`config.mk`:
```
export PLATFORM = sky130hd
export DESIGN_NAME = mem_port_arbiter
export DESIGN_NICKNAME = d
export VERILOG_FILES = /design/src/rtl/mem_port_arbiter.sv
export SDC_FILE = /design/constraint.sdc
export NUM_CORES = 1
export LEC_CHECK = 0
export ABC_AREA = 1
export CAP_MARGIN = 20
export CORE_MARGIN = 4
export CORE_UTILIZATION = 42
export DETAILED_ROUTE_END_ITERATION = 12
export GPL_TIMING_DRIVEN = 0
export PLACE_DENSITY = 0.84
export SETUP_SLACK_MARGIN = 0.5
export SYNTH_ARGS = -nofsm -noshare
export SYNTH_HDL_FRONTEND = slang
export SYNTH_SLANG_ARGS = --single-unit
```
`constraint.sdc`:
```
create_clock -name clk -period 1.9 [get_ports clk]
set_input_delay 0.38 -clock clk [delete_from_list [all_inputs] [get_ports clk]]
set_output_delay 0.38 -clock clk [all_outputs]
set_load 0.05 [all_outputs]
```
`src/rtl/mem_port_arbiter.sv`:
```
// Arbiter sharing one single-port memory bus between instruction fetch (IF) and load/store (MEM).
// MEM has fixed priority with a starvation guard for IF; optional IF wait counter under ARB_PERF_EN.
module mem_port_arbiter #(
  parameter int ADDR_W    = 32,
  parameter int DATA_W    = 32,
  parameter int MEM_BURST = 4,
  parameter int CNT_W     = 16
) (
  input  logic              clk,
  input  logic              rst,
  input  logic              if_req,
  input  logic [ADDR_W-1:0] if_addr,
  output logic [DATA_W-1:0] if_rdata,
  output logic              if_ack,
  output logic              if_stall,
  input  logic              mem_req,
  input  logic              mem_we,
  input  logic [ADDR_W-1:0] mem_addr,
  input  logic [DATA_W-1:0] mem_wdata,
  output logic [DATA_W-1:0] mem_rdata,
  output logic              mem_ack,
  output logic              mem_stall,
  output logic              bus_req,
  output logic              bus_we,
  output logic [ADDR_W-1:0] bus_addr,
  output logic [DATA_W-1:0] bus_wdata,
  input  logic [DATA_W-1:0] bus_rdata,
  input  logic              bus_ready,
`ifdef ARB_PERF_EN
  output logic [CNT_W-1:0]  perf_if_wait,
`endif
  output logic [1:0]        dbg_state
);

  if (MEM_BURST < 1 || CNT_W < 1) begin : g_param_check
    $error("mem_port_arbiter: MEM_BURST and CNT_W must be at least 1");
  end

  typedef enum logic [1:0] {
    S_IDLE     = 2'd0,
    S_IF_BUSY  = 2'd1,
    S_MEM_BUSY = 2'd2,
    S_RESP     = 2'd3
  } state_t;

  localparam int            BW        = $clog2(MEM_BURST + 1);
  localparam logic [BW-1:0] BURST_MAX = BW'(MEM_BURST);

  state_t            state_q, state_d;
  logic [BW-1:0]     burst_q, burst_d;
  logic              bus_req_q, bus_req_d;
  logic              bus_we_q, bus_we_d;
  logic [ADDR_W-1:0] bus_addr_q, bus_addr_d;
  logic [DATA_W-1:0] bus_wdata_q, bus_wdata_d;
  logic [DATA_W-1:0] if_rdata_q, if_rdata_d;
  logic [DATA_W-1:0] mem_rdata_q, mem_rdata_d;
  logic              if_ack_q, if_ack_d;
  logic              mem_ack_q, mem_ack_d;
  logic              grant_mem, grant_if;

  // MEM loses only when IF is waiting and MEM already took MEM_BURST grants in a row.
  assign grant_mem = mem_req & ~(if_req & (burst_q == BURST_MAX));
  assign grant_if  = if_req & ~grant_mem;

  always_ff @(posedge clk or negedge rst) begin
    if (!rst) begin
      state_q     <= S_IDLE;
      burst_q     <= '0;
      bus_req_q   <= 1'b0;
      bus_we_q    <= 1'b0;
      bus_addr_q  <= '0;
      bus_wdata_q <= '0;
      if_rdata_q  <= '0;
      mem_rdata_q <= '0;
      if_ack_q    <= 1'b0;
      mem_ack_q   <= 1'b0;
    end else begin
      state_q     <= state_d;
      burst_q     <= burst_d;
      bus_req_q   <= bus_req_d;
      bus_we_q    <= bus_we_d;
      bus_addr_q  <= bus_addr_d;
      bus_wdata_q <= bus_wdata_d;
      if_rdata_q  <= if_rdata_d;
      mem_rdata_q <= mem_rdata_d;
      if_ack_q    <= if_ack_d;
      mem_ack_q   <= mem_ack_d;
    end
  end

  always_comb begin
    state_d     = state_q;
    burst_d     = burst_q;
    bus_req_d   = bus_req_q;
    bus_we_d    = bus_we_q;
    bus_addr_d  = bus_addr_q;
    bus_wdata_d = bus_wdata_q;
    if_rdata_d  = if_rdata_q;
    mem_rdata_d = mem_rdata_q;
    if_ack_d    = 1'b0;
    mem_ack_d   = 1'b0;
    unique case (state_q)
      S_IDLE: begin
        if (grant_mem) begin
          state_d     = S_MEM_BUSY;
          bus_req_d   = 1'b1;
          bus_we_d    = mem_we;
          bus_addr_d  = mem_addr;
          bus_wdata_d = mem_wdata;
          if (!if_req) begin
            burst_d = '0;
          end else if (burst_q != BURST_MAX) begin
            burst_d = burst_q + BW'(1);
          end
        end else if (grant_if) begin
          state_d     = S_IF_BUSY;
          bus_req_d   = 1'b1;
          bus_we_d    = 1'b0;
          bus_addr_d  = if_addr;
          bus_wdata_d = '0;
          burst_d     = '0;
        end
      end
      S_IF_BUSY, S_MEM_BUSY: begin
        // Read data is captured on stores as well; the store requester simply ignores it.
        if (bus_ready) begin
          state_d   = S_RESP;
          bus_req_d = 1'b0;
          if (state_q == S_IF_BUSY) begin
            if_rdata_d = bus_rdata;
            if_ack_d   = 1'b1;
          end else begin
            mem_rdata_d = bus_rdata;
            mem_ack_d   = 1'b1;
          end
        end
      end
      S_RESP: begin
        state_d = S_IDLE;
      end
      default: begin
        state_d = S_IDLE;
      end
    endcase
  end

`ifdef ARB_PERF_EN
  logic [CNT_W-1:0] perf_q, perf_d;

  always_comb begin
    perf_d = perf_q;
    if (if_req && (state_q != S_IF_BUSY) && !if_ack_q && (perf_q != {CNT_W{1'b1}})) begin
      perf_d = perf_q + CNT_W'(1);
    end
  end

  always_ff @(posedge clk or negedge rst) begin
    if (!rst) begin
      perf_q <= '0;
    end else begin
      perf_q <= perf_d;
    end
  end

  assign perf_if_wait = perf_q;
`endif

  assign if_rdata  = if_rdata_q;
  assign if_ack    = if_ack_q;
  assign if_stall  = if_req & ~if_ack_q;
  assign mem_rdata = mem_rdata_q;
  assign mem_ack   = mem_ack_q;
  assign mem_stall = mem_req & ~mem_ack_q;
  assign bus_req   = bus_req_q;
  assign bus_we    = bus_we_q;
  assign bus_addr  = bus_addr_q;
  assign bus_wdata = bus_wdata_q;
  assign dbg_state = state_q;

endmodule

```
**Yosys cells after proc, flatten, opt, wreduce, memory -nomap -nowiden**

Index checks and enable logic that the tools add are counted.

- Add/subtract/negate cells: 1
- $mul: 0
- Divide/modulo/power cells: 0
- Order comparisons: 0
- Eq/ne operators: 8
- Shifts and indexed selects: 0
- Multiplexer cells: 24
- Bitwise gates (word level): 10
- Reductions and logical operators: 10

Operator list:

| kind | count |
|---|---|
| two-way mux 32 bit | 4 |
| two-way mux 3 bit | 4 |
| AND reduction 3 bit | 4 |
| two-way mux 1 bit | 11 |
| two-way mux 2 bit | 3 |
| != test 3 bit, second input constant | 2 |
| case mux 2 bit (3 select lines) | 1 |
| AND 1 bit | 5 |
| NOT 1 bit | 5 |
| == test 2 bit, second input constant | 2 |
| AND reduction 2 bit | 2 |
| nonzero test 2 bit | 2 |
| adder 3 x 1 -> 3 bit, second input constant | 1 |
| == test 3 bit, second input constant | 1 |
| != test 3 x 2 -> 1 bit, second input constant | 1 |
| == test 2 x 1 -> 1 bit, second input constant | 1 |
| logical NOT 2 bit | 1 |
| != test 2 bit, second input constant | 1 |
| case mux 1 bit (2 select lines) | 1 |
| OR reduction 2 bit | 1 |

- Flip-flop bits (word level): 137
- Latch bits: 0
- RAM bits: 0
- Memory bits (read-only): 0
- Input port bits: 134
- Output and inout bits: 136
- Word-level logic and storage cells: 63
- Memories kept: 0

**Longest topological paths before layout**

- Word-level depth: 9
- Mapped depth: 9
- Depth with buffers taken out: 8

**Least setup slack after synthesis**

OpenSTA, ideal clock, no wires.

- Path kind: input -> output
- Start point: input port mem_req
- End point: output port mem_stall
- Arrival time: 1566 ps
- Data required time: 1520 ps
- Slack: -46 ps
- Stages on the path: 4
- Buffers on the path: 2
- Path through: buf_2 -> clkbuf_1 -> inv_1 -> nor2_1

- Cells in the longest elaborated chain, start to end: 1

RTL lines:

| what | RTL line | source |
|---|---|---|
| start, declared | 16 | `input logic mem_req,` |
| AND 1 bit | 173 | `assign mem_stall = mem_req & ~mem_ack_q;` |
| end, declared | 22 | `output logic mem_stall,` |

Every way passes these cells.

**Worst setup path after layout**

- Start point: register state_q[0], in the netlist dbg_state[0]
- End point: register mem_rdata_q[22], in the netlist mem_rdata[22]

- Cells in the longest elaborated chain, start to end: 3
- Elaborated cells between the ends (all ways): 5
- Classes of those cells: 2 x eq/ne; 1 x bitwise; 2 x reduce/logical

RTL lines:

| what | RTL line | source |
|---|---|---|
| start, declared | 49 | `state_t state_q, state_d;` |
| start signal, assigned | 78 | `state_q <= state_d;` |
| == test 2 x 1 -> 1 bit / == test 2 bit (equally long branches) | 102, 129 |  |
| OR reduction 2 bit / NOT 1 bit (equally long branches) | - |  |
| AND reduction 3 bit (no line) * | - |  |
| end signal, assigned | 85 | `mem_rdata_q <= mem_rdata_d;` |
| end, declared | 56 | `logic [DATA_W-1:0] mem_rdata_q, mem_rdata_d;` |

Every way passes the cells marked *; elsewhere a longest branch is shown, timed or not.
A chain may end at the register's enable or synchronous reset.

==> results.md <==
* Status: finished clean
* Worst R2R End: mem_rdata[22]$_DFFE_PN0P_
* Vias in the first global route at 6096
* RSZ-0062 raised after global routing: true
* Max Buffers Root-to-Sink at 2
* Most used flip-flop cell after synthesis: dfrtp_1
* Hold Path Sink: bus_addr[2]$_DFFE_PN0P_
* Num CTS Buffers at 17
* CP delay by family, top: buffers and inverters
* Pwr per Cell Area at 2020 mW/mm^2
* CTS clk-pin slew, worst paths at 0.06 ns
* Antenna violations before repair at 0
* VDD IR-drop max at 1.38 mV
* Worst Hold Depth at 4
* Overall routing resource usage at 0.247
* Tcrit/Tclk final at 0.785
* Height of the die at 128 um
* Final Wtd Congestion at 0.832
* ANT cells at 0
* Worst r2r src: dbg_state[0]$_DFFE_PN0P_
* IO buf count at 268
* TritonCTS Sinks at 137
* Syn Area/Cell at 8.27 sq um
* DRC viols at 0
* Hold_sp: mem_req
* Worst slew margin at 0.636
* CP Class: reg -> reg
* Leakage at 0.00557 uW
* Overall routed net length at 22.7 mm
* Yosys top cell by area: dfrtp_1
* Pre-antenna DRT Iters at 5
* Min-delay worst type: in -> reg
* Syn_nets at 866
* WP data arrival at 1.79 ns
* Most common library cells after synthesis: nand2_1, dfrtp_1, inv_1
* # setup viols final at 0
* # nets final at 1202
* Unique masters post-synth at 18
* Sequential-to-total area share from yosys stat at 0.570
* Hold Vio Cnt, Final at 0
* Average via count per standard cell at 4.99
* Final core area utilization at 0.779
* Pre-CTS WS at -0.567 ns
* Layout cells sized above 1 at 0.313
* Fmax at 670 MHz
* Most common cell in the netlist: nand2_1
* Synth top area share at 0.570
* Synth top area cells: dfrtp_1, nand2_1, o21ai_0
* Die Wd at 128 um
* Element type at the critical path start: register
* CP max stage delay at 0.44 ns
* Hpwl dp at 14.2 mm
* Area delta synth->final at 80.4%
* Fin crit period at 1.49 ns
* Worst skew pair latency at 0.42 ns
* Worst Path Max Fanout at 5
* Cell row count at 43
* Final setup skew at 0.00840 ns
* First-pass GRT wire length at 31.4 mm
* GRT overflow at 0
* Io pins at 270
* CP bufs+invs at 3
* Placed Area at 0.00907 sq mm
* DR iter-0 viols at 299
* Number of synthesized flops with an enable pin at 0
* Setup crit end kind: register
* Post-Syn Area at 0.00601 sq mm
* Slew Viols, Final at 0
* Least-Margin Pin Slew at 0.546 ns
* Routed len/inst at 18.1 um
* CP max stage cell: dfrtp_2
* Fin worst setup slack at 0.408 ns
* Cells after DPL at 1176
* Mapped Cells at 727
* Initial Util at 0.432
* Worst path most repeated cell: clkbuf_16
* Crit-path cells: buf_6, ha_4, nor2_4, nand2_4, clkbuf_16, clkbuf_16, nand2_1, o21ai_1
* CTS tree: done
* Largest net degree at the start of global routing at 74
* Final instance area at 0.0109 sq mm
* Final ANT Viol Nets at 0
* Cells on worst reg2reg path at 8
* Flop2flop setup slack at 0.41 ns
* Die ar. at 0.0163 sq mm
* Ys async rst share at 1.00
* Htree depth at 4
* Clock root cell: clkbuf_16
* Final std cells w/o fill at 1256
* Core area at 0.0139 sq mm
* Post-synthesis register bit count at 137
* Worst hold slack at 0.377 ns
* Max-cap violation count at 0
* Via count at 6273
* Worst EP required at 2.20 ns
* Yosys warns at 0
[tightest hold or removal path, stage by stage]
cell,delay (ns)
buf_6,0.14
nand3_1,0.10
nand3_1,0.08
nand2_1,0.06
[sequential cells by signal, summed over array words and instances (netlist names)]
| name | cells |
|---|---|
| bus_addr | 32 |
| bus_wdata | 32 |
| if_rdata | 32 |
| mem_rdata | 32 |
| burst_q | 3 |
| dbg_state | 2 |
| bus_req | 1 |
| bus_we | 1 |
| if_ack | 1 |
| mem_ack | 1 |
[what timing repair did]
action,CTS,global route
setup buffers,12,22
endpoints found under the hold margin,64,0
hold buffers,1,0
pin swaps,5,12
setup endpoints to repair,248,265
resized for setup,884,255
cloned,5,8
[per-layer routing]
metal | wire length [um] | track usage
met1 | 8360 | 0.293
met2 | 11600 | 0.418
met3 | 1710 | 0.0704
met4 | 972 | 0.109
met5 | 0 | 0
[kinds of logic (layout without fill, tap and decap cells)]
group	Yosys count	in the layout	share of synthesized area
AND/OR/NAND/NOR	328	328	0.224
buffers and inverters	157	506	0.112
flip-flops	137	137	0.570
AO/OA/AOI/OAI	100	100	0.0832
adder cells (fa/ha/maj)	5	5	0.0104
[cell type report]
class | instances | area, sq um
Clock buffer | 18 | 439
Fill cell | 845 | 3080
Tap cell | 180 | 225
Multi-Input combinational cell | 433 | 2290
Inverter | 115 | 434
Buffer | 42 | 554
Clock inverter | 14 | 135
Timing Repair Buffer | 317 | 3340
Sequential cell | 137 | 3430
[cell usage in the layout (no fill, tap or decap), types with 2 or more instances in the layout]
cell	synthesis	layout
inv_6	0	5
o21ai_1	0	36
clkdlybuf4s50_1	0	130
dfrtp_1	137	134
nand2_2	1	14
buf_8	0	18
clkinvlp_4	0	4
nand2_1	251	217
o21ai_0	97	41
o21ai_4	0	3
buf_12	0	7
o21ai_2	0	17
nand3_2	0	5
buf_16	0	4
buf_4	4	61
clkbuf_2	0	5
clkinv_4	0	3
clkbuf_1	16	2
dfrtp_2	0	3
clkbuf_4	0	2
a21oi_1	3	3
clkbuf_16	0	25
buf_6	7	118
ha_1	5	2
ha_4	0	3
inv_2	1	5
nor2_4	2	5
inv_1	114	109
nand2_4	0	21
nand3_1	68	63
clkbuf_8	0	2
[where the power goes]
group	leakage, uW	internal [uW]	switching, uW
logic	0.00358	5190	8160
registers	0.00172	4250	1040
clock network	0.000270	1860	1370
total	0.00557	11300	10600
[through the flow]
stage | TNS, ns | total power, uW
2_1_floorplan | 0 | 12000
3_3_place_gp | -697.09 | 15700
3_5_place_dp | -5.34 | 15900
4_1_cts | 0 | 19500
5_1_grt | 0 | 22800
6_report | 0 | 21900
[worst max-delay path by stage]
stage / from / to / slack, ns / cells past startpoint
2_1_floorplan: dbg_state[0]$_DFFE_PN0P_ / mem_rdata[22]$_DFFE_PN0P_ / 0.44 / 7
3_3_place_gp: rst / dbg_state[1]$_DFFE_PN0P_ / -5.58 / 1
3_5_place_dp: if_req / if_stall / -0.57 / 4
4_1_cts: dbg_state[0]$_DFFE_PN0P_ / bus_addr[22]$_DFFE_PN0P_ / 0.38 / 9
5_1_grt: dbg_state[1]$_DFFE_PN0P_ / bus_addr[31]$_DFFE_PN0P_ / 0.31 / 9
6_report: dbg_state[0]$_DFFE_PN0P_ / mem_rdata[22]$_DFFE_PN0P_ / 0.41 / 8
Note: power is estimated with default switching activity, not from simulation.
